<file path="src/rtl/sprite_plotter_if.sv">
// Bundle of request inputs and VGA pixel outputs for the sprite plotter.
interface sprite_plotter_if;
    logic        go;
    logic [24:0] shape;
    logic [7:0]  x_in;
    logic [6:0]  y_in;
    logic [2:0]  colour_in;
    logic [7:0]  x_vga;
    logic [6:0]  y_vga;
    logic [2:0]  colour_out;
    logic        plot;
    logic        busy;
    logic        done;

    modport master (
        output go, shape, x_in, y_in, colour_in,
        input  x_vga, y_vga, colour_out, plot, busy, done
    );

    modport slave (
        input  go, shape, x_in, y_in, colour_in,
        output x_vga, y_vga, colour_out, plot, busy, done
    );
endinterface

</file>
<file path="src/rtl/sprite_plotter.sv">
// Sprite plotter: erases the previous 5x5 sprite with the background colour, then draws
// the new one, emitting one registered pixel write per cycle to a VGA adapter.
module sprite_plotter #(
    parameter logic [2:0] BG_COLOUR = 3'b000
) (
    input  logic            clk,
    input  logic            reset_n,
    sprite_plotter_if.slave bus
);

    typedef enum logic [1:0] {StIdle, StErase, StDraw, StDone} state_t;

    state_t      r_state, w_state_d;
    logic [2:0]  r_col, r_row, w_col_d, w_row_d;
    logic [24:0] r_shape;
    logic [7:0]  r_x, r_prev_x;
    logic [6:0]  r_y, r_prev_y;
    logic [2:0]  r_colour;
    logic        r_prev_valid;
    logic [7:0]  r_x_vga, w_x_vga_d;
    logic [6:0]  r_y_vga, w_y_vga_d;
    logic [2:0]  r_colour_out, w_colour_d;
    logic        r_plot, r_busy, r_done;
    logic        w_plot_d, w_busy_d, w_done_d;
    logic        w_latch, w_prev_upd, w_last;
    logic [4:0]  w_pix, w_bit_idx;

    assign w_last    = (r_col == 3'd4) && (r_row == 3'd4);
    assign w_pix     = ({2'b00, r_row} * 5'd5) + {2'b00, r_col};
    assign w_bit_idx = 5'd24 - w_pix;

    // Next-state, counter and registered-output decode.
    always_comb begin
        w_state_d  = r_state;
        w_col_d    = r_col;
        w_row_d    = r_row;
        w_latch    = 1'b0;
        w_prev_upd = 1'b0;
        w_plot_d   = 1'b0;
        w_busy_d   = 1'b0;
        w_done_d   = 1'b0;
        w_x_vga_d  = r_x_vga;
        w_y_vga_d  = r_y_vga;
        w_colour_d = r_colour_out;

        // Raster advance, col fastest; wraps to 0,0 after the last pixel.
        if (r_col == 3'd4) begin
            w_col_d = 3'd0;
            w_row_d = w_last ? 3'd0 : r_row + 3'd1;
        end else begin
            w_col_d = r_col + 3'd1;
        end

        unique case (r_state)
            StIdle: begin
                w_col_d = 3'd0;
                w_row_d = 3'd0;
                // r_done high means the done pulse is on the outputs this cycle; a go
                // coincident with it must not start a new redraw.
                if (bus.go && !r_done) begin
                    w_latch   = 1'b1;
                    w_state_d = r_prev_valid ? StErase : StDraw;
                end
            end
            StErase: begin
                w_plot_d   = 1'b1;
                w_busy_d   = 1'b1;
                w_x_vga_d  = r_prev_x + {5'd0, r_col};
                w_y_vga_d  = r_prev_y + {4'd0, r_row};
                w_colour_d = BG_COLOUR;
                if (w_last) begin
                    w_state_d = StDraw;
                end
            end
            StDraw: begin
                w_plot_d   = 1'b1;
                w_busy_d   = 1'b1;
                w_x_vga_d  = r_x + {5'd0, r_col};
                w_y_vga_d  = r_y + {4'd0, r_row};
                w_colour_d = r_shape[w_bit_idx] ? r_colour : BG_COLOUR;
                if (w_last) begin
                    w_state_d = StDone;
                end
            end
            StDone: begin
                w_done_d   = 1'b1;
                w_prev_upd = 1'b1;
                w_col_d    = 3'd0;
                w_row_d    = 3'd0;
                w_state_d  = StIdle;
            end
            default: begin
                w_state_d = StIdle;
            end
        endcase
    end

    // State, latched request, previous position and output registers.
    always_ff @(posedge clk or negedge reset_n) begin
        if (!reset_n) begin
            r_state      <= StIdle;
            r_col        <= 3'd0;
            r_row        <= 3'd0;
            r_shape      <= 25'd0;
            r_x          <= 8'd0;
            r_y          <= 7'd0;
            r_colour     <= 3'd0;
            r_prev_x     <= 8'd0;
            r_prev_y     <= 7'd0;
            r_prev_valid <= 1'b0;
            r_x_vga      <= 8'd0;
            r_y_vga      <= 7'd0;
            r_colour_out <= 3'd0;
            r_plot       <= 1'b0;
            r_busy       <= 1'b0;
            r_done       <= 1'b0;
        end else begin
            r_state      <= w_state_d;
            r_col        <= w_col_d;
            r_row        <= w_row_d;
            if (w_latch) begin
                r_shape  <= bus.shape;
                r_x      <= bus.x_in;
                r_y      <= bus.y_in;
                r_colour <= bus.colour_in;
            end
            if (w_prev_upd) begin
                r_prev_x     <= r_x;
                r_prev_y     <= r_y;
                r_prev_valid <= 1'b1;
            end
            r_x_vga      <= w_x_vga_d;
            r_y_vga      <= w_y_vga_d;
            r_colour_out <= w_colour_d;
            r_plot       <= w_plot_d;
            r_busy       <= w_busy_d;
            r_done       <= w_done_d;
        end
    end

    assign bus.x_vga      = r_x_vga;
    assign bus.y_vga      = r_y_vga;
    assign bus.colour_out = r_colour_out;
    assign bus.plot       = r_plot;
    assign bus.busy       = r_busy;
    assign bus.done       = r_done;

endmodule

</file>
<file path="src/flat_wrapper.sv">
// flat-port wrapper written by rule: the top's interface ports become plain ports
module sprite_plotter_flat 
#(
    parameter logic [2:0] BG_COLOUR = 3'b000
)
  (clk, reset_n, bus_go, bus_shape, bus_x_in, bus_y_in, bus_colour_in, bus_x_vga, bus_y_vga, bus_colour_out, bus_plot, bus_busy, bus_done);
  sprite_plotter_if bus_i ();
  input  logic clk;
  input  logic reset_n;
  input wire logic [$bits(bus_i.go)-1:0] bus_go;
  input wire logic [$bits(bus_i.shape)-1:0] bus_shape;
  input wire logic [$bits(bus_i.x_in)-1:0] bus_x_in;
  input wire logic [$bits(bus_i.y_in)-1:0] bus_y_in;
  input wire logic [$bits(bus_i.colour_in)-1:0] bus_colour_in;
  output wire logic [$bits(bus_i.x_vga)-1:0] bus_x_vga;
  output wire logic [$bits(bus_i.y_vga)-1:0] bus_y_vga;
  output wire logic [$bits(bus_i.colour_out)-1:0] bus_colour_out;
  output wire logic [$bits(bus_i.plot)-1:0] bus_plot;
  output wire logic [$bits(bus_i.busy)-1:0] bus_busy;
  output wire logic [$bits(bus_i.done)-1:0] bus_done;
  assign bus_i.go = bus_go;
  assign bus_i.shape = bus_shape;
  assign bus_i.x_in = bus_x_in;
  assign bus_i.y_in = bus_y_in;
  assign bus_i.colour_in = bus_colour_in;
  assign bus_x_vga = bus_i.x_vga;
  assign bus_y_vga = bus_i.y_vga;
  assign bus_colour_out = bus_i.colour_out;
  assign bus_plot = bus_i.plot;
  assign bus_busy = bus_i.busy;
  assign bus_done = bus_i.done;
  sprite_plotter #(.BG_COLOUR(BG_COLOUR)) u_core (.clk(clk), .reset_n(reset_n), .bus(bus_i));
endmodule
</file>
<file path="config.mk">
export PLATFORM = sky130hd
export DESIGN_NAME = sprite_plotter_flat
export DESIGN_NICKNAME = d
export VERILOG_FILES = /design/src/rtl/sprite_plotter_if.sv /design/src/rtl/sprite_plotter.sv /design/src/flat_wrapper.sv
export SDC_FILE = /design/constraint.sdc
export NUM_CORES = 1
export LEC_CHECK = 0
export BUFFER_PORTS_ARGS = -buffer_cell sky130_fd_sc_hd__buf_2
export CAP_MARGIN = 40
export CORE_ASPECT_RATIO = 0.5
export CORE_UTILIZATION = 30
export CTS_CLUSTER_DIAMETER = 60
export CTS_CLUSTER_SIZE = 40
export DETAILED_ROUTE_END_ITERATION = 7
export PLACE_DENSITY_LB_ADDON = 0.25
export SLEW_MARGIN = 15
export SYNTH_ARGS = -nofsm -noshare
export SYNTH_HDL_FRONTEND = slang
export SYNTH_SLANG_ARGS = --single-unit
export TNS_END_PERCENT = 20
</file>
<file path="constraint.sdc">
create_clock -name clk -period 3.25 [get_ports clk]
set_input_delay 0.4875 -clock clk [delete_from_list [all_inputs] [get_ports clk]]
set_output_delay 0.4875 -clock clk [all_outputs]
set_load 0.02 [all_outputs]
</file>
==> flow_summary.rst <==
.. list-table::
   :header-rows: 1

   * - Metric
     - Value
   * - IO Count
     - 67
   * - Fraction of layout instances using a drive strength above 1
     - 40.3%
   * - Most common cell in the synthesized netlist
     - sky130_fd_sc_hd__dfrtp_1
   * - FP Rows
     - 30
   * - DIE AREA
     - 0.0151 mm^2
   * - Number of CTS-inserted buffers
     - 9
   * - Area share of the largest cell type after synthesis
     - 49.8%
   * - Post-route DRC violation count
     - 0
   * - Crit-path cells
     - ha_1 -> inv_1 -> fa_1 -> ha_1 -> inv_1 -> fa_1 -> nand3b_1 -> a21oi_1 -> nand4_1 -> a41oi_1
   * - Post-route fraction of the period consumed by the critical path
     - ~90%
   * - Leading area contributor after synthesis
     - sky130_fd_sc_hd__dfrtp_1
   * - Wirelength, routed
     - around 9000 um
   * - Syn-to-layout area delta
     - 20.9%
   * - Number of vias in the routed layout
     - between 2000 and 3000
   * - Cell area after synthesis
     - approximately 0.0044 mm^2
   * - Detailed Routing Iterations Pass 1
     - 4
   * - Cells after Synth
     - between 300 and 400
   * - Net count after synthesis
     - 409
   * - Number of synthesized register bits
     - 87
   * - Final Setup Violations
     - 0
   * - Vias in the first global route
     - about 2800
   * - Starting Density
     - 31.5%
   * - Clock transition at the registers of the reported paths
     - about 60 ps
   * - Share of synthesized area occupied by flip-flops and latches
     - between 40% and 50%
   * - Root cell of the clock tree
     - sky130_fd_sc_hd__clkbuf_16
   * - Number of max-cap violations
     - 0
   * - Area of the multi-input gates
     - about 0.0021 mm^2
   * - Clock tree from TritonCTS
     - built
   * - Number of nets at the end of the flow
     - between 400 and 500
   * - Count of nets left with antenna violations after detail routing
     - 0
   * - Worst Setup Start Kind
     - flop
   * - HPWL reported at the end of detailed placement
     - 6750 um
   * - Class of the worst hold path
     - in2async
   * - Worst-case vdd ir drop
     - about 0.19 mV
   * - Most frequent cells after synthesis
     - sky130_fd_sc_hd__dfrtp_1 (87), sky130_fd_sc_hd__mux2_2 (74), sky130_fd_sc_hd__mux2i_1 (24), sky130_fd_sc_hd__ha_1 (20), sky130_fd_sc_hd__nor2_1 (16)
   * - Port buffer count
     - 66
   * - Die H
     - between 80 and 90 um
   * - Post-detailed-placement cell area
     - 0.00493 mm^2
   * - Filler cells
     - approximately 1400
   * - Unrepaired setup endpoints after global routing
     - false
   * - Worst path required time
     - 3500 ps
   * - Endpoint kind of the worst setup timing path
     - flop
   * - Initial detailed-routing violation count
     - 76
   * - Quantity of gates resized following cts
     - 0
   * - Prevailing post-synth register cell
     - sky130_fd_sc_hd__dfrtp_1
   * - Setup Crit Path Kind
     - reg2reg
   * - Upper clock frequency limit
     - roughly 350 MHz
   * - Power per Cell Area
     - ~450 mW/mm^2
   * - Final period demand of the worst path
     - ~2800 ps
   * - Count of flip-flops with a built-in enable after synthesis
     - 0
   * - Distinct cell type count after synthesis
     - 43
   * - Number of pins exceeding their max-slew limit in the final report
     - 0
   * - H-Tree Depth
     - 3
   * - Antenna violations before repair
     - 0
   * - Total of hold buffers inserted after clock tree synthesis
     - 0
   * - Setup slack of the worst register-to-register path
     - 400 ps
   * - Fraction of registers with async set/reset
     - 100%
   * - Area inside the core boundary
     - approximately 0.014 mm^2
   * - Gr usage total
     - around an eighth
   * - Result of the run
     - complete, no violations
   * - Via count normalized by instance count
     - between 4 and 5
   * - Post-CTS setup buffer count
     - 0
   * - Main area contributors after synthesis
     - sky130_fd_sc_hd__dfrtp_1 (50%), sky130_fd_sc_hd__mux2_2 (19%), sky130_fd_sc_hd__ha_1 (5.7%), sky130_fd_sc_hd__mux2i_1 (5.5%), sky130_fd_sc_hd__fa_1 (1.8%)
   * - Max Root-Sink Buffers
     - 2
   * - Worst-Margin Slew
     - between 700 and 800 ps
   * - Reported leakage power
     - 2.72 nW
   * - Number of sinks handled by clock tree synthesis
     - 87
   * - Highest-delay cell along the critical path
     - sky130_fd_sc_hd__fa_1
   * - Combined flip-flop and latch cell area
     - about 0.0022 mm^2
   * - Worst skew pair latency
     - approximately 340 ps
   * - Hold violation total from the final report
     - 0
   * - Worst slew margin relative to its limit
     - between 50% and 60%
   * - First-pass GRT wire length
     - roughly 15000 um
   * - Synthesized area per cell
     - 12.9 um^2
   * - Delay contributed by the slowest stage of the critical path
     - around 520 ps
   * - Pin count of the biggest net entering global routing
     - 47
   * - Wire length per cell after detailed routing
     - around 15 um
   * - Overall overflow remaining after global route
     - 0
   * - Buffers and inverters on the worst path
     - 2
   * - Diodes inserted
     - 0
   * - Synthesis Warnings
     - 0
   * - Die span in x
     - 173 um
   * - Global placement routability congestion
     - 0.840
   * - Maximum clock skew at final layout
     - around 6.3 ps
   * - Arrival time reported for the critical path endpoint
     - slightly above 3000 ps
   * - Post-route standard cell area excluding fillers
     - between 0.005 and 0.006 mm^2
   * - Crit path max-delay family
     - adder cells
   * - Top fanout value on the critical path
     - 5
   * - Setup total negative slack
     - 0 ps
-- kinds of logic after synthesis --
family          synth area share, %
mux                            24.5
buf+inv                        3.35
flops                          49.8
simple gates                   6.78
xor+xnor                       2.17
compound gates                 5.86
fa+ha+maj                      7.55
-- cell usage in the layout (no fill, tap or decap), types with 2 or more instances in the layout --
cell / count
sky130_fd_sc_hd__a211oi_2: 2
sky130_fd_sc_hd__ha_1: 20
sky130_fd_sc_hd__nor2_1: 16
sky130_fd_sc_hd__fa_1: 4
sky130_fd_sc_hd__a22oi_1: 4
sky130_fd_sc_hd__o21ai_0: 3
sky130_fd_sc_hd__and2b_1: 2
sky130_fd_sc_hd__buf_4: 6
sky130_fd_sc_hd__nand3_1: 3
sky130_fd_sc_hd__a31oi_1: 2
sky130_fd_sc_hd__mux2_2: 74
sky130_fd_sc_hd__o31ai_1: 3
sky130_fd_sc_hd__nand2_1: 9
sky130_fd_sc_hd__inv_1: 15
sky130_fd_sc_hd__nor3_1: 2
sky130_fd_sc_hd__xor2_1: 3
sky130_fd_sc_hd__buf_2: 65
sky130_fd_sc_hd__dfrtp_1: 87
sky130_fd_sc_hd__clkbuf_16: 9
sky130_fd_sc_hd__bufinv_16: 4
sky130_fd_sc_hd__and3b_1: 3
sky130_fd_sc_hd__a21o_1: 2
sky130_fd_sc_hd__nor2b_1: 5
sky130_fd_sc_hd__a41oi_1: 3
sky130_fd_sc_hd__a21oi_1: 12
sky130_fd_sc_hd__o21a_1: 2
sky130_fd_sc_hd__nand4_1: 3
sky130_fd_sc_hd__xnor2_1: 5
sky130_fd_sc_hd__and3_1: 3
sky130_fd_sc_hd__nand3b_1: 3
sky130_fd_sc_hd__mux2i_1: 24
-- per-layer routing --
metal	routed length [um]	vias to the layer above	GRT usage, %
met2	4010	44	20.5
li1	-	1350	-
met4	108	0	4.83
met3	232	8	3.14
met1	4710	1417	17.6
met5	0	-	0
-- final timing paths --
path                                            end  cells after the start                 from
max                        u_core.bus.colour_out[1]                     10      u_core.r_col[2]
min                              u_core.r_shape[14]                      1              reset_n
max reg2reg                u_core.bus.colour_out[1]                     10      u_core.r_col[2]
min reg2reg                     u_core.bus.x_vga[1]                      2  u_core.bus.x_vga[1]
max in group asynchronous         u_core.r_state[0]                      2              reset_n
min in group clk                      u_core.r_y[5]                      2          bus_y_in[5]
-- through the flow --
stage	instances	total power, mW	utilization, %	hold slack, ps	setup WS (ps)
after global routing	606	2.47	38.1	198	193
after floorplan	339	1.10	-	192	579
after detailed placement	590	1.16	35.5	473	416
after global placement	589	1.16	35.4	464	514
after CTS	606	2.42	38.1	171	397
final	606	2.38	38.1	143	404
-- power breakdown --
group          switching (mW)  internal (mW)  total (mW)
Combinational          0.0292         0.0221      0.0512
Clock                   0.421          0.828        1.25
Sequential                  0           1.08        1.08
-- state kept, by name, summed over array words and instances, names as in the netlist --
signal,cells
u_core.r_shape,25
u_core.bus.x_vga,8
u_core.r_prev_x,8
u_core.r_x,8
u_core.bus.y_vga,7
u_core.r_prev_y,7
u_core.r_y,7
u_core.bus.colour_out,3
u_core.r_col,3
u_core.r_colour,3
u_core.r_row,3
u_core.r_state,2
u_core.bus.done,1
u_core.bus.plot,1
u_core.r_prev_valid,1
-- layout make-up --
type,count,share of cell area (%)
Multi-Input combinational cell,223,38.8
Clock buffer,10,4.33
Clock inverter,6,2.51
Timing Repair Buffer,73,7.59
Sequential cell,87,41.2
Inverter,15,1.06
Tap cell,192,4.54
(Power assumes the default switching activity.)
